===== src/rtl/i2c_csr_regs.sv =====
// CSR block for the I2C core: control/status/prescale registers plus TX command and RX byte FIFOs.
// Define I2C_CSR_IRQ_EN to build the registered interrupt output and the CONTROL[3] irq_en bit.
module i2c_csr_regs #(
  parameter int unsigned ADD_WIDTH       = 8,
  parameter int unsigned FIFO_DEPTH_LOG2 = 4
) (
  input  logic                 aclk,
  input  logic                 areset,
  input  logic [ADD_WIDTH-1:0] bram_addr,
  input  logic                 bram_wr,
  input  logic [31:0]          bram_wr_data,
  input  logic                 bram_rd,
  output logic [31:0]          bram_rd_data,
  output logic                 cmd_valid,
  input  logic                 cmd_ready,
  output logic [11:0]          cmd_data,
  input  logic                 rsp_valid,
  input  logic [7:0]           rsp_data,
  input  logic                 engine_busy,
  output logic                 core_en,
  output logic [15:0]          prescale,
  output logic                 irq
);

  localparam int unsigned DEPTH = 1 << FIFO_DEPTH_LOG2;
  localparam int unsigned CW    = FIFO_DEPTH_LOG2 + 1;
  localparam logic [CW-1:0] FULL_CNT = CW'(DEPTH);

  typedef enum logic [2:0] {
    REG_CONTROL  = 3'd0,
    REG_STATUS   = 3'd1,
    REG_PRESCALE = 3'd2,
    REG_TXDATA   = 3'd3,
    REG_RXDATA   = 3'd4,
    REG_LEVEL    = 3'd5,
    REG_RSVD6    = 3'd6,
    REG_RSVD7    = 3'd7
  } reg_sel_e;

  reg_sel_e sel;
  logic     rd_en, ctrl_wr, status_wr, prescale_wr;
  logic     irq_en;
  logic     tx_ovf, rx_ovf;
  logic     unused_bits;

  logic [11:0]                tx_mem [DEPTH];
  logic [FIFO_DEPTH_LOG2-1:0] tx_wp, tx_rp;
  logic [CW-1:0]              tx_cnt;
  logic                       tx_empty, tx_full, tx_clr, tx_push, tx_push_ok, tx_pop;

  logic [7:0]                 rx_mem [DEPTH];
  logic [FIFO_DEPTH_LOG2-1:0] rx_wp, rx_rp;
  logic [CW-1:0]              rx_cnt;
  logic                       rx_empty, rx_full, rx_clr, rx_push_ok, rx_pop;

  logic [31:0] rd_mux;

  assign sel         = reg_sel_e'(bram_addr[4:2]);
  // A write in the same cycle as a read wins; the read is dropped entirely.
  assign rd_en       = bram_rd & ~bram_wr;
  assign ctrl_wr     = bram_wr && (sel == REG_CONTROL);
  assign status_wr   = bram_wr && (sel == REG_STATUS);
  assign prescale_wr = bram_wr && (sel == REG_PRESCALE);

  assign tx_empty   = (tx_cnt == '0);
  assign tx_full    = (tx_cnt == FULL_CNT);
  assign tx_clr     = ctrl_wr & bram_wr_data[1];
  assign tx_push    = bram_wr && (sel == REG_TXDATA);
  assign tx_push_ok = tx_push & ~tx_full;
  assign tx_pop     = cmd_valid & cmd_ready;
  assign cmd_valid  = ~tx_empty;
  assign cmd_data   = tx_mem[tx_rp];

  assign rx_empty   = (rx_cnt == '0);
  assign rx_full    = (rx_cnt == FULL_CNT);
  assign rx_clr     = ctrl_wr & bram_wr_data[2];
  assign rx_push_ok = rsp_valid & ~rx_full;
  assign rx_pop     = rd_en && (sel == REG_RXDATA) && !rx_empty;

  always_comb begin
    rd_mux = '0;
    unique case (sel)
      REG_CONTROL:  rd_mux = {28'b0, irq_en, 2'b00, core_en};
      REG_STATUS:   rd_mux = {25'b0, tx_ovf, rx_ovf, engine_busy, rx_full, rx_empty, tx_full, tx_empty};
      REG_PRESCALE: rd_mux = {16'b0, prescale};
      REG_RXDATA:   rd_mux = {23'b0, ~rx_empty, (rx_empty ? 8'h00 : rx_mem[rx_rp])};
      REG_LEVEL:    rd_mux = {16'b0, 8'(rx_cnt), 8'(tx_cnt)};
      default:      rd_mux = '0;
    endcase
  end

  always_ff @(posedge aclk) begin
    if (tx_push_ok) tx_mem[tx_wp] <= bram_wr_data[11:0];
    if (rx_push_ok) rx_mem[rx_wp] <= rsp_data;
  end

  always_ff @(posedge aclk) begin
    if (areset) begin
      bram_rd_data <= '0;
      core_en      <= 1'b0;
      prescale     <= 16'h00FF;
      tx_wp        <= '0;
      tx_rp        <= '0;
      tx_cnt       <= '0;
      rx_wp        <= '0;
      rx_rp        <= '0;
      rx_cnt       <= '0;
      tx_ovf       <= 1'b0;
      rx_ovf       <= 1'b0;
    end else begin
      if (ctrl_wr)     core_en  <= bram_wr_data[0];
      if (prescale_wr) prescale <= bram_wr_data[15:0];
      if (rd_en)       bram_rd_data <= rd_mux;

      if (tx_clr) begin
        tx_wp  <= '0;
        tx_rp  <= '0;
        tx_cnt <= '0;
      end else begin
        if (tx_push_ok) tx_wp <= tx_wp + 1'b1;
        if (tx_pop)     tx_rp <= tx_rp + 1'b1;
        tx_cnt <= tx_cnt + CW'(tx_push_ok) - CW'(tx_pop);
      end

      if (rx_clr) begin
        rx_wp  <= '0;
        rx_rp  <= '0;
        rx_cnt <= '0;
      end else begin
        if (rx_push_ok) rx_wp <= rx_wp + 1'b1;
        if (rx_pop)     rx_rp <= rx_rp + 1'b1;
        rx_cnt <= rx_cnt + CW'(rx_push_ok) - CW'(rx_pop);
      end

      // New overflow takes priority over a same-cycle W1C so the event is never lost.
      if (tx_push && tx_full)                  tx_ovf <= 1'b1;
      else if (status_wr && bram_wr_data[6])   tx_ovf <= 1'b0;
      if (rsp_valid && rx_full)                rx_ovf <= 1'b1;
      else if (status_wr && bram_wr_data[5])   rx_ovf <= 1'b0;
    end
  end

`ifdef I2C_CSR_IRQ_EN
  always_ff @(posedge aclk) begin
    if (areset) begin
      irq_en <= 1'b0;
      irq    <= 1'b0;
    end else begin
      if (ctrl_wr) irq_en <= bram_wr_data[3];
      irq <= irq_en & (~rx_empty | tx_ovf | rx_ovf | (tx_empty & ~engine_busy));
    end
  end
  assign unused_bits = ^{bram_wr_data[31:16], bram_addr[ADD_WIDTH-1:5], bram_addr[1:0]};
`else
  assign irq_en      = 1'b0;
  assign irq         = 1'b0;
  assign unused_bits = ^{bram_wr_data[31:16], bram_wr_data[3], bram_addr[ADD_WIDTH-1:5], bram_addr[1:0]};
`endif

endmodule

===== config.mk =====
export PLATFORM = sky130hd
export DESIGN_NAME = i2c_csr_regs
export DESIGN_NICKNAME = d
export VERILOG_FILES = /design/src/rtl/i2c_csr_regs.sv
export SDC_FILE = /design/constraint.sdc
export NUM_CORES = 1
export LEC_CHECK = 0
export ABC_AREA = 1
export BUFFER_PORTS_ARGS = -buffer_cell sky130_fd_sc_hd__buf_4
export CORE_MARGIN = 5
export CORE_UTILIZATION = 35
export DETAILED_ROUTE_END_ITERATION = 8
export PLACE_DENSITY_LB_ADDON = 0.1
export SLEW_MARGIN = 0
export SYNTH_ARGS = -nofsm -noshare
export SYNTH_HDL_FRONTEND = slang
export SYNTH_SLANG_ARGS = --single-unit

===== constraint.sdc =====
create_clock -name aclk -period 2.3 [get_ports aclk]
set_input_delay 0.23 -clock aclk [delete_from_list [all_inputs] [get_ports aclk]]
set_output_delay 0.23 -clock aclk [all_outputs]
set_load 0.05 [all_outputs]

==> results_dict.tcl, run 1 <==
set metrics [dict create \
    utilization 0.433 \
    cp.arrival_ns 2.12 \
    hold_viol 0 \
    syn_area_mm2 0.0167 \
    wl_per_cell_um 19.0 \
    synth.avg_cell_area_um2 11.1 \
    yosysWarningCount 0 \
    layout_commonest_cell "edfxtp_1" \
    grt_pass1_vias 10929 \
    fin_crit_sh 1.02 \
    num_rows 80 \
    ir_drop_mv 0.523 \
    cts.sinks 389 \
    grt_max_degree 52 \
    slew_headroom 0.595 \
    cp-start-kind "register" \
    power.leakage_nw 7.98 \
    io_buffers 79 \
    drtIter0Drc 736 \
    worstSetupPathType "reg2out" \
    die_h_um 228 \
    grt_usage 0.164 \
    vias_per_cell 4.78 \
    ys_seq_area_frac 0.659 \
    p_per_area_mw_per_mm2 927 \
    synth_top_cell_by_area "edfxtp_1" \
    clock_skew_ns 0.0172 \
    cts_max_level 2 \
    ant_nets 0 \
    rsz0062_at_grt "true" \
    drv_cap 0 \
    grt_pass1_wl_um 66600 \
    tightest_slew_ns 0.607 \
    final_cell_mix "320 x edfxtp_1, 270 x nand2_1, 198 x inv_1" \
    finalInstanceArea_mm2 0.0205 \
    die_area_mm2 0.0521 \
    core_area_mm2 0.0474 \
    final_nets 1758 \
    finalSetupViolCount 7 \
    yosys_register_bits 389 \
    vias 11157 \
    totalWireLength_um 44300 \
    root_buffer "clkbuf_16" \
    timing.final.crit_period_ns 2.35 \
    cts_tree "yes" \
    die_w_um 228 \
    gp_congestion 0.805 \
    fmax_ghz 0.426 \
    cp-end-kind "output port" \
    maxSlewViolCount 0 \
    path_max_fanout 15 \
    drcViolationCount 0 \
    start_util 0.351 \
    path_clk_slew_ns 0.06 \
    area_delta_synth_final_pct 23.3 \
    status "complete, but fails checks" \
    cts_buffers 45 \
    drive_gt1_frac 0.200 \
    top_level_ports 118 \
    yosysTopAreaCellShare 0.576 \
    hold_class "in2reg" \
    clkLatencyLatePin_ns 0.57 \
    cts_max_path_buffers 3 \
    placed_cell_area_mm2 0.0183 \
    overflow 0 \
    synthCells 1496 \
    required_ns 2.07 \
    yosysUniqueCellTypes 42 \
    firstDrtPassIters 5 \
    synthTopCellsByArea "edfxtp_1 58%, dfxtp_1 8.3%, nand2_1 6.2%" \
    violations "negative setup slack" \
    fin_ws_ns -0.0460 \
    antenna_found_initial 0 \
    hpwl_um 26900 \
]
==> flip-flops by register name, summed over array words and instances, names as in the netlist, named ones only <==
signal and flops:
tx_mem 192, rx_mem 128, bram_rd_data 16, prescale 16, rx_cnt 5, tx_cnt 5
rx_rp 4, rx_wp 4, tx_rp 4, tx_wp 4, core_en 1, rx_ovf 1
tx_ovf 1
==> metrics by stage <==
stage | setup TNS [ns] | power, mW | std cells | setup slack, ns | hold WS, ns
floorplan | -0.844 | 10.3 | 1512 | -0.286 | 0.329
global placement | -0.106 | 11.4 | 2203 | -0.0769 | 0.454
detailed placement | -0.183 | 11.4 | 2203 | -0.101 | 0.461
CTS | -0.571 | 18.9 | 2321 | -0.0768 | 0.000558
global route | -1.39 | 19.9 | 2333 | -0.149 | 0.0213
finish | -0.104 | 19.0 | 2334 | -0.0460 | 0.0304
==> Yosys cell counts (all sizes together) <==
master	number
o22ai	9
nand3	119
buf	62
nand2	282
or2	5
a211oi	3
o211ai	54
nor2	56
clkbuf	23
dfxtp	69
o21a	6
xnor2	1
nor3	4
conb	1
nor3b	4
nor4	1
nand4	5
fa	2
clkinv	3
a21oi	99
o21ai	84
ha	20
inv	212
edfxtp	320
mux2i	48
xor2	4
==> critical path, cell delays in order, from the launching register on <==
cell and delay (ns):
dfxtp_4 0.36, buf_12 0.16, buf_16 0.16, a21oi_1 0.13
o21ai_0 0.14, o211ai_1 0.13, nand3_1 0.16, nand2_2 0.14
buf_6 0.17
==> path summary, 6_finish.rpt <==
path,startpoint,endpoint,slack [ns],cells past startpoint
min,rsp_data[3],rx_mem[9][3],0.03,1
max reg2reg,rx_cnt[3],rx_cnt[4],0.02,16
max,register,cmd_data[10],-0.05,8
min reg2reg,core_en,core_en,0.47,2
==> repair_timing <==
item	CTS	global route
hold buffers	12	0
endpoints found under the hold margin	53	0
setup endpoints to repair	15	18
resized for setup	43	47
gates cloned	5	3
buffers inserted	17	10
pin swaps	22	35
==> power breakdown <==
| group | internal, mW | switching, mW |
|---|---|---|
| Combinational | 1.78 | 2.44 |
| Sequential | 7.82 | 0.122 |
| Clock | 4.04 | 2.84 |
==> metal layers <==
metal | global-route usage | part of all wire
met5 | 0 | 0
met4 | 0.0427 | 0.020
met3 | 0.0328 | 0.051
met2 | 0.251 | 0.44
met1 | 0.241 | 0.49
==> logic make-up (layout without fill, tap and decap cells) <==
group                      count (synthesis)  in the layout  share of synthesized area
buffers and inverters                    300            506                     0.0809
other                                      1             18                   0.000225
adders and majority gates                 22             22                     0.0174
muxes                                     48             48                     0.0288
AOI/OAI and AO/OA                        255            255                     0.0885
and+or+nand+nor                          476            476                      0.122
xor gates and xnor gates                   5              5                    0.00263
DFF                                      389            389                      0.659
==> layout make-up <==
class,instances,area [um2]
Antenna cell,1,2.50
Clock buffer,61,1250
Clock inverter,23,170
Fill cell,4522,26900
Inverter,215,817
Multi-Input combinational cell,823,4560
Sequential cell,389,11000
Tap cell,615,769
Timing Repair Buffer,207,1980
Power figures use the tool's default switching activity.
==> run 2, diff against run 1 <==
- SETUP_SLACK_MARGIN: not set -> 0.05
==> run 2 against run 1 <==
Net effect:
- the flow still finishes with violations (negative setup slack)
- critical path depth fell by 1
- utilization about the same
- register-to-register slack improved by 0.03 ns
- die area stayed put
- critical endpoint is now cmd_data[0]
- largest cell class unchanged
- largest power group unchanged
- highest routed layer unchanged
==> results_dict.tcl, run 2 (same netlist as run 1, synthesis figures left out) <==
set metrics [dict create \
    p_per_area_mw_per_mm2 919 \
    swShare 0.289 \
    antenna_found_initial 0 \
    timing.final.crit_period_ns 2.46 \
    die_w_um 228 \
    setup_tns_ns -0.833 \
    area_delta_synth_final_pct 23.3 \
    totalWireLength_um 42800 \
    num_rows 80 \
    drcViolationCount 0 \
    ir_drop_mv 0.560 \
    cts_tree "yes" \
    slew_headroom 0.513 \
    cts_buffers 45 \
    gp_congestion 0.767 \
    final_cell_mix "320 x edfxtp_1, 270 x nand2_1, 199 x inv_1" \
    critPathMaxStageDelay_ns 0.35 \
    rsz0062_at_grt "true" \
    fin_crit_sh 1.07 \
    die_area_mm2 0.0521 \
    grt_pass1_wl_um 65200 \
    largest_reg_flops 192 \
    clock_skew_ns 0.0180 \
    grt_pass1_vias 10997 \
    fin_cells 2332 \
    wl_met1_um 21200 \
    firstDrtPassIters 7 \
    root_buffer "clkbuf_16" \
    hold_class "in2reg" \
    vias 11034 \
    final_nets 1759 \
    die_h_um 228 \
    top_level_ports 118 \
    cp-end-kind "output port" \
    dr_wl_met3_um 1960 \
    finalSetupViolCount 12 \
    pwr-share-comb 0.233 \
    hold_viol 0 \
    wl_per_cell_um 18.3 \
    p_sw_mw 5.46 \
    cp.arrival_ns 2.23 \
    fin_ws_ns -0.162 \
    cts_max_level 2 \
    status "complete, but fails checks" \
    path_clk_slew_ns 0.06 \
    cpMaxStageDelayCell "dfxtp_4" \
    vias_per_cell 4.73 \
    maxSlewViolCount 0 \
    utilization 0.433 \
    drive_gt1_frac 0.202 \
    io_buffers 79 \
    path_max_fanout 10 \
    ant_nets 0 \
    drv_cap 0 \
    top_layer "met4" \
    total_power_mw 18.9 \
    internal_power_mw 13.4 \
    diodes 0 \
    layout_commonest_cell "edfxtp_1" \
    core_area_mm2 0.0474 \
    tightest_slew_ns 0.729 \
    hold_ws_ns 0.0218 \
    rrSetupSlack_ns 0.05 \
    post-place-ws_ns -0.0562 \
    clkLatencyLatePin_ns 0.57 \
    grt_max_degree 65 \
    hpwl_um 26300 \
    cp_cell_sequence "buf_12 > bufbuf_16 > o21ai_2 > o21ai_1 > o211ai_1 > nand2_2 > buf_8" \
    drtIter0Drc 748 \
    cts.sinks 389 \
    reg.largest.list "tx_mem x192, rx_mem x128" \
    required_ns 2.07 \
    cp-start-kind "register" \
    place_inst 2200 \
    placed_cell_area_mm2 0.0183 \
    power.leakage_nw 7.95 \
    top_register "tx_mem" \
    worstSetupPathType "reg2out" \
    wl_met2_um 19000 \
    cts_max_path_buffers 3 \
    pwr-share-seq 0.420 \
    grt_usage 0.159 \
    p_clk_frac 0.347 \
    violations "negative setup slack" \
    fmax_ghz 0.406 \
    overflow 0 \
    start_util 0.351 \
    finalInstanceArea_mm2 0.0205 \
]
[run 2: final cells by class]
type | count | area, um2
Fill cell | 4554 | 26900
Sequential cell | 389 | 11000
Multi-Input combinational cell | 823 | 4630
Timing Repair Buffer | 208 | 2000
Clock buffer | 60 | 1200
Inverter | 215 | 813
Tap cell | 615 | 769
Clock inverter | 22 | 134
[run 2: power groups by stage]
stage	combinational, mW	sequential, mW	clock (mW)
2_1_floorplan	2.20	8.12	0
3_3_place_gp	3.32	8.10	0
3_5_place_dp	3.36	8.10	0
4_1_cts	4.15	7.93	6.72
5_1_grt	4.78	7.95	7.06
6_report	4.41	7.94	6.55
[run 2: final timing paths]
path                   startpoint         endpoint  cells after the start
hold / removal    bram_wr_data[9]     tx_mem[1][9]                      1
setup reg to reg        rx_cnt[3]        rx_cnt[4]                     16
hold reg to reg   bram_rd_data[1]  bram_rd_data[1]                      2
setup / recovery         register      cmd_data[0]                      7
[run 2: critical path, delay by kind of cell (launching register included)]
kind                   cells  cell delay [ns]
AO/OA/AOI/OAI              3             0.55
AND/OR/NAND/NOR            1             0.14
buffers and inverters      3             0.61
flip-flops                 1             0.35
[run 2: per-layer routing]
layer  vias to the layer above  track usage
li1                       5466            -
met1                      5301        0.237
met2                       214        0.243
met3                        53       0.0302
met4                         0       0.0367
met5                         -            0
[run 2: timing repair]
action                     4_1_cts  5_1_grt
hold endpoints to repair        75        0
setup buffers                   20        9
setup endpoints to repair       17       18
gates cloned                     6        3
pin swaps                       36       48
gates resized for setup         66       55
hold buffers                    14        0
==> run 3, diff against run 2 <==
- ABC_AREA: 1 -> not set
==> run 3 against run 2 <==
Net effect:
- the flow still finishes with violations (negative setup slack)
- final cell count is 27% lower
- design area decreased by 5.1%
- critical endpoint is now cmd_data[6]
- power is 2.6% lower
- maximum frequency down 9.5%
- hold slack better by 0.013 ns
- largest cell class unchanged
- clock power shrank 2%
- routed wire length is 10% lower
- utilization up 0.88 points
==> results_dict.tcl, run 3 <==
set metrics [dict create \
    status "complete, but fails checks" \
    violations "negative setup slack" \
    grt_pass1_vias 8946 \
    root_buffer "clkbuf_16" \
    die_area_mm2 0.0489 \
    timing.final.crit_period_ns 2.72 \
    start_util 0.353 \
    hpwl_um 24600 \
    swShare 0.266 \
    hold_viol 0 \
    drtIter0Drc 537 \
    drcViolationCount 0 \
    top_level_ports 118 \
    worstSetupPathType "reg2out" \
    cts.sinks 389 \
    clkLatencyLatePin_ns 0.57 \
    reg.largest.list "tx_mem x192, rx_mem x128" \
    yosys_register_bits 389 \
    utilization 0.442 \
    num_rows 77 \
    vias 8284 \
    final_nets 1151 \
    antenna_found_initial 0 \
    grt_max_degree 31 \
    yosysMostFrequentCell "edfxtp_1" \
    top_register "tx_mem" \
    final_cell_mix "320 x edfxtp_1, 145 x buf_4, 92 x mux4_2" \
    pwr-share-comb 0.217 \
    hold_class "in2reg" \
    cts_max_level 2 \
    yosysWarningCount 0 \
    maxSlewViolCount 0 \
    required_ns 2.07 \
    synthCells 869 \
    cts_buffers 43 \
    gp_congestion 0.744 \
    synth_commonest_cells "320 x edfxtp_1, 91 x mux4_2, 76 x nor2_1" \
    vias_per_cell 4.87 \
    post-place-ws_ns -0.233 \
    grt_pass1_wl_um 57700 \
    synth-edff-count 320 \
    synthFlopType "edfxtp_1" \
    rsz0062_at_grt "true" \
    drv_cap 0 \
    ant_nets 0 \
    path_max_fanout 7 \
    tightest_slew_ns 0.712 \
    p_sw_mw 4.90 \
    die_h_um 221 \
    finalSetupViolCount 14 \
    fin_crit_sh 1.18 \
    setup_tns_ns -4.79 \
    fmax_ghz 0.368 \
    io_buffers 79 \
    finalInstanceArea_mm2 0.0195 \
    yosysUniqueCellTypes 62 \
    internal_power_mw 13.5 \
    pwr-share-seq 0.434 \
    ys_seq_area_frac 0.705 \
    synth.avg_cell_area_um2 17.9 \
    slew_headroom 0.525 \
    path_clk_slew_ns 0.06 \
    p_clk_frac 0.349 \
    cp-end-kind "output port" \
    wl_per_cell_um 22.6 \
    firstDrtPassIters 4 \
    p_per_area_mw_per_mm2 944 \
    power.leakage_nw 6.60 \
    diodes 0 \
    overflow 0 \
    placed_cell_area_mm2 0.0177 \
    yosysTopAreaCellShare 0.616 \
    die_w_um 221 \
    ir_drop_mv 0.615 \
    syn_area_mm2 0.0156 \
    grt_usage 0.155 \
    area_delta_synth_final_pct 25.0 \
    fin_ws_ns -0.420 \
    postSynth.asyncResetShare 0 \
    synth_top_cell_by_area "edfxtp_1" \
    drive_gt1_frac 0.341 \
    largest_reg_flops 192 \
    cp.arrival_ns 2.49 \
    cp-start-kind "register" \
    layout_commonest_cell "edfxtp_1" \
    hold_ws_ns 0.0349 \
    core_area_mm2 0.0441 \
    clock_skew_ns 0.0202 \
    totalWireLength_um 38400 \
    cts_max_path_buffers 3 \
    synthTopCellsByArea "edfxtp_1 62%, mux4_2 13%, dfxtp_1 8.9%" \
    cts_tree "yes" \
]
run 3: cell count changes after synthesis, moves of 10 or more:
cell      previous run  this run
nand2_1            277        23
inv_1              208        19
nand3_1            118        15
mux4_2               0        91
a21oi_1             94        14
o21ai_0             81         4
o211ai_1            54         1
nor2_1              53        76
mux2i_1             48        28
nor3_1               2        15
nand2b_1             0        10
nor2b_1              0        10
run 3: cell type report:
type | instances | area (um2)
Sequential cell | 389 | 11000
Multi-Input combinational cell | 414 | 4400
Tap cell | 592 | 741
Fill cell | 3990 | 24600
Clock buffer | 63 | 1170
Inverter | 19 | 71.3
Clock inverter | 16 | 129
Timing Repair Buffer | 207 | 1980
run 3: final timing paths:
path | end | depth (start not counted) | from | slack [ns]
setup / recovery | cmd_data[6] | 5 | register | -0.42
hold reg to reg | bram_rd_data[15] | 2 | bram_rd_data[15] | 0.45
hold / removal | tx_mem[6][6] | 1 | bram_wr_data[6] | 0.03
setup reg to reg | tx_cnt[4] | 13 | tx_cnt[2] | -0.18
run 3: metrics by stage:
| step | total power [mW] | std cells |
|---|---|---|
| 2_1_floorplan | 10.4 | 885 |
| 3_3_place_gp | 11.5 | 1589 |
| 3_5_place_dp | 11.6 | 1589 |
| 4_1_cts | 18.4 | 1694 |
| 5_1_grt | 19.2 | 1700 |
| 6_report | 18.4 | 1700 |
run 3: routing by layer:
metal  vias up  wire (um)  global-route usage
met5         -          0                   0
met4         0        815              0.0422
met3        56       1480              0.0292
li1       3802          -                   -
met2       144      19300               0.264
met1      4282      16800               0.206
run 3: power by group through the flow:
stage / sequential (mW) / clock (mW) / combinational (mW)
after floorplan: 8.14 / 0 / 2.30
after global placement: 8.14 / 0 / 3.40
after detailed placement: 8.15 / 0 / 3.42
after CTS: 8.01 / 6.64 / 3.72
after global routing: 8.00 / 6.92 / 4.32
final: 7.98 / 6.43 / 3.99
run 3: logic make-up after synthesis:
| family | count (synthesis) | share of synthesized area |
|---|---|---|
| other | 1 | 0.000240 |
| DFF | 389 | 0.705 |
| buffers and inverters | 82 | 0.0283 |
| muxes | 121 | 0.152 |
| xor gates and xnor gates | 17 | 0.00955 |
| and+or+nand+nor | 175 | 0.0561 |
| AOI/OAI and AO/OA | 62 | 0.0308 |
| adders and majority gates | 22 | 0.0186 |
run 3: worst max-delay path: stages, from the launching register on:
cell	delay, ns
dfxtp_4	0.35
buf_12	0.14
buf_12	0.15
mux4_2	0.55
mux4_2	0.53
buf_8	0.18
run 3: repair_timing:
action	in CTS	in global routing
gates resized for setup	24	26
cloned	1	2
hold buffers	22	0
hold endpoints to repair	240	0
endpoints found under the setup margin	17	17
pin swaps	7	17
buffers inserted	4	6
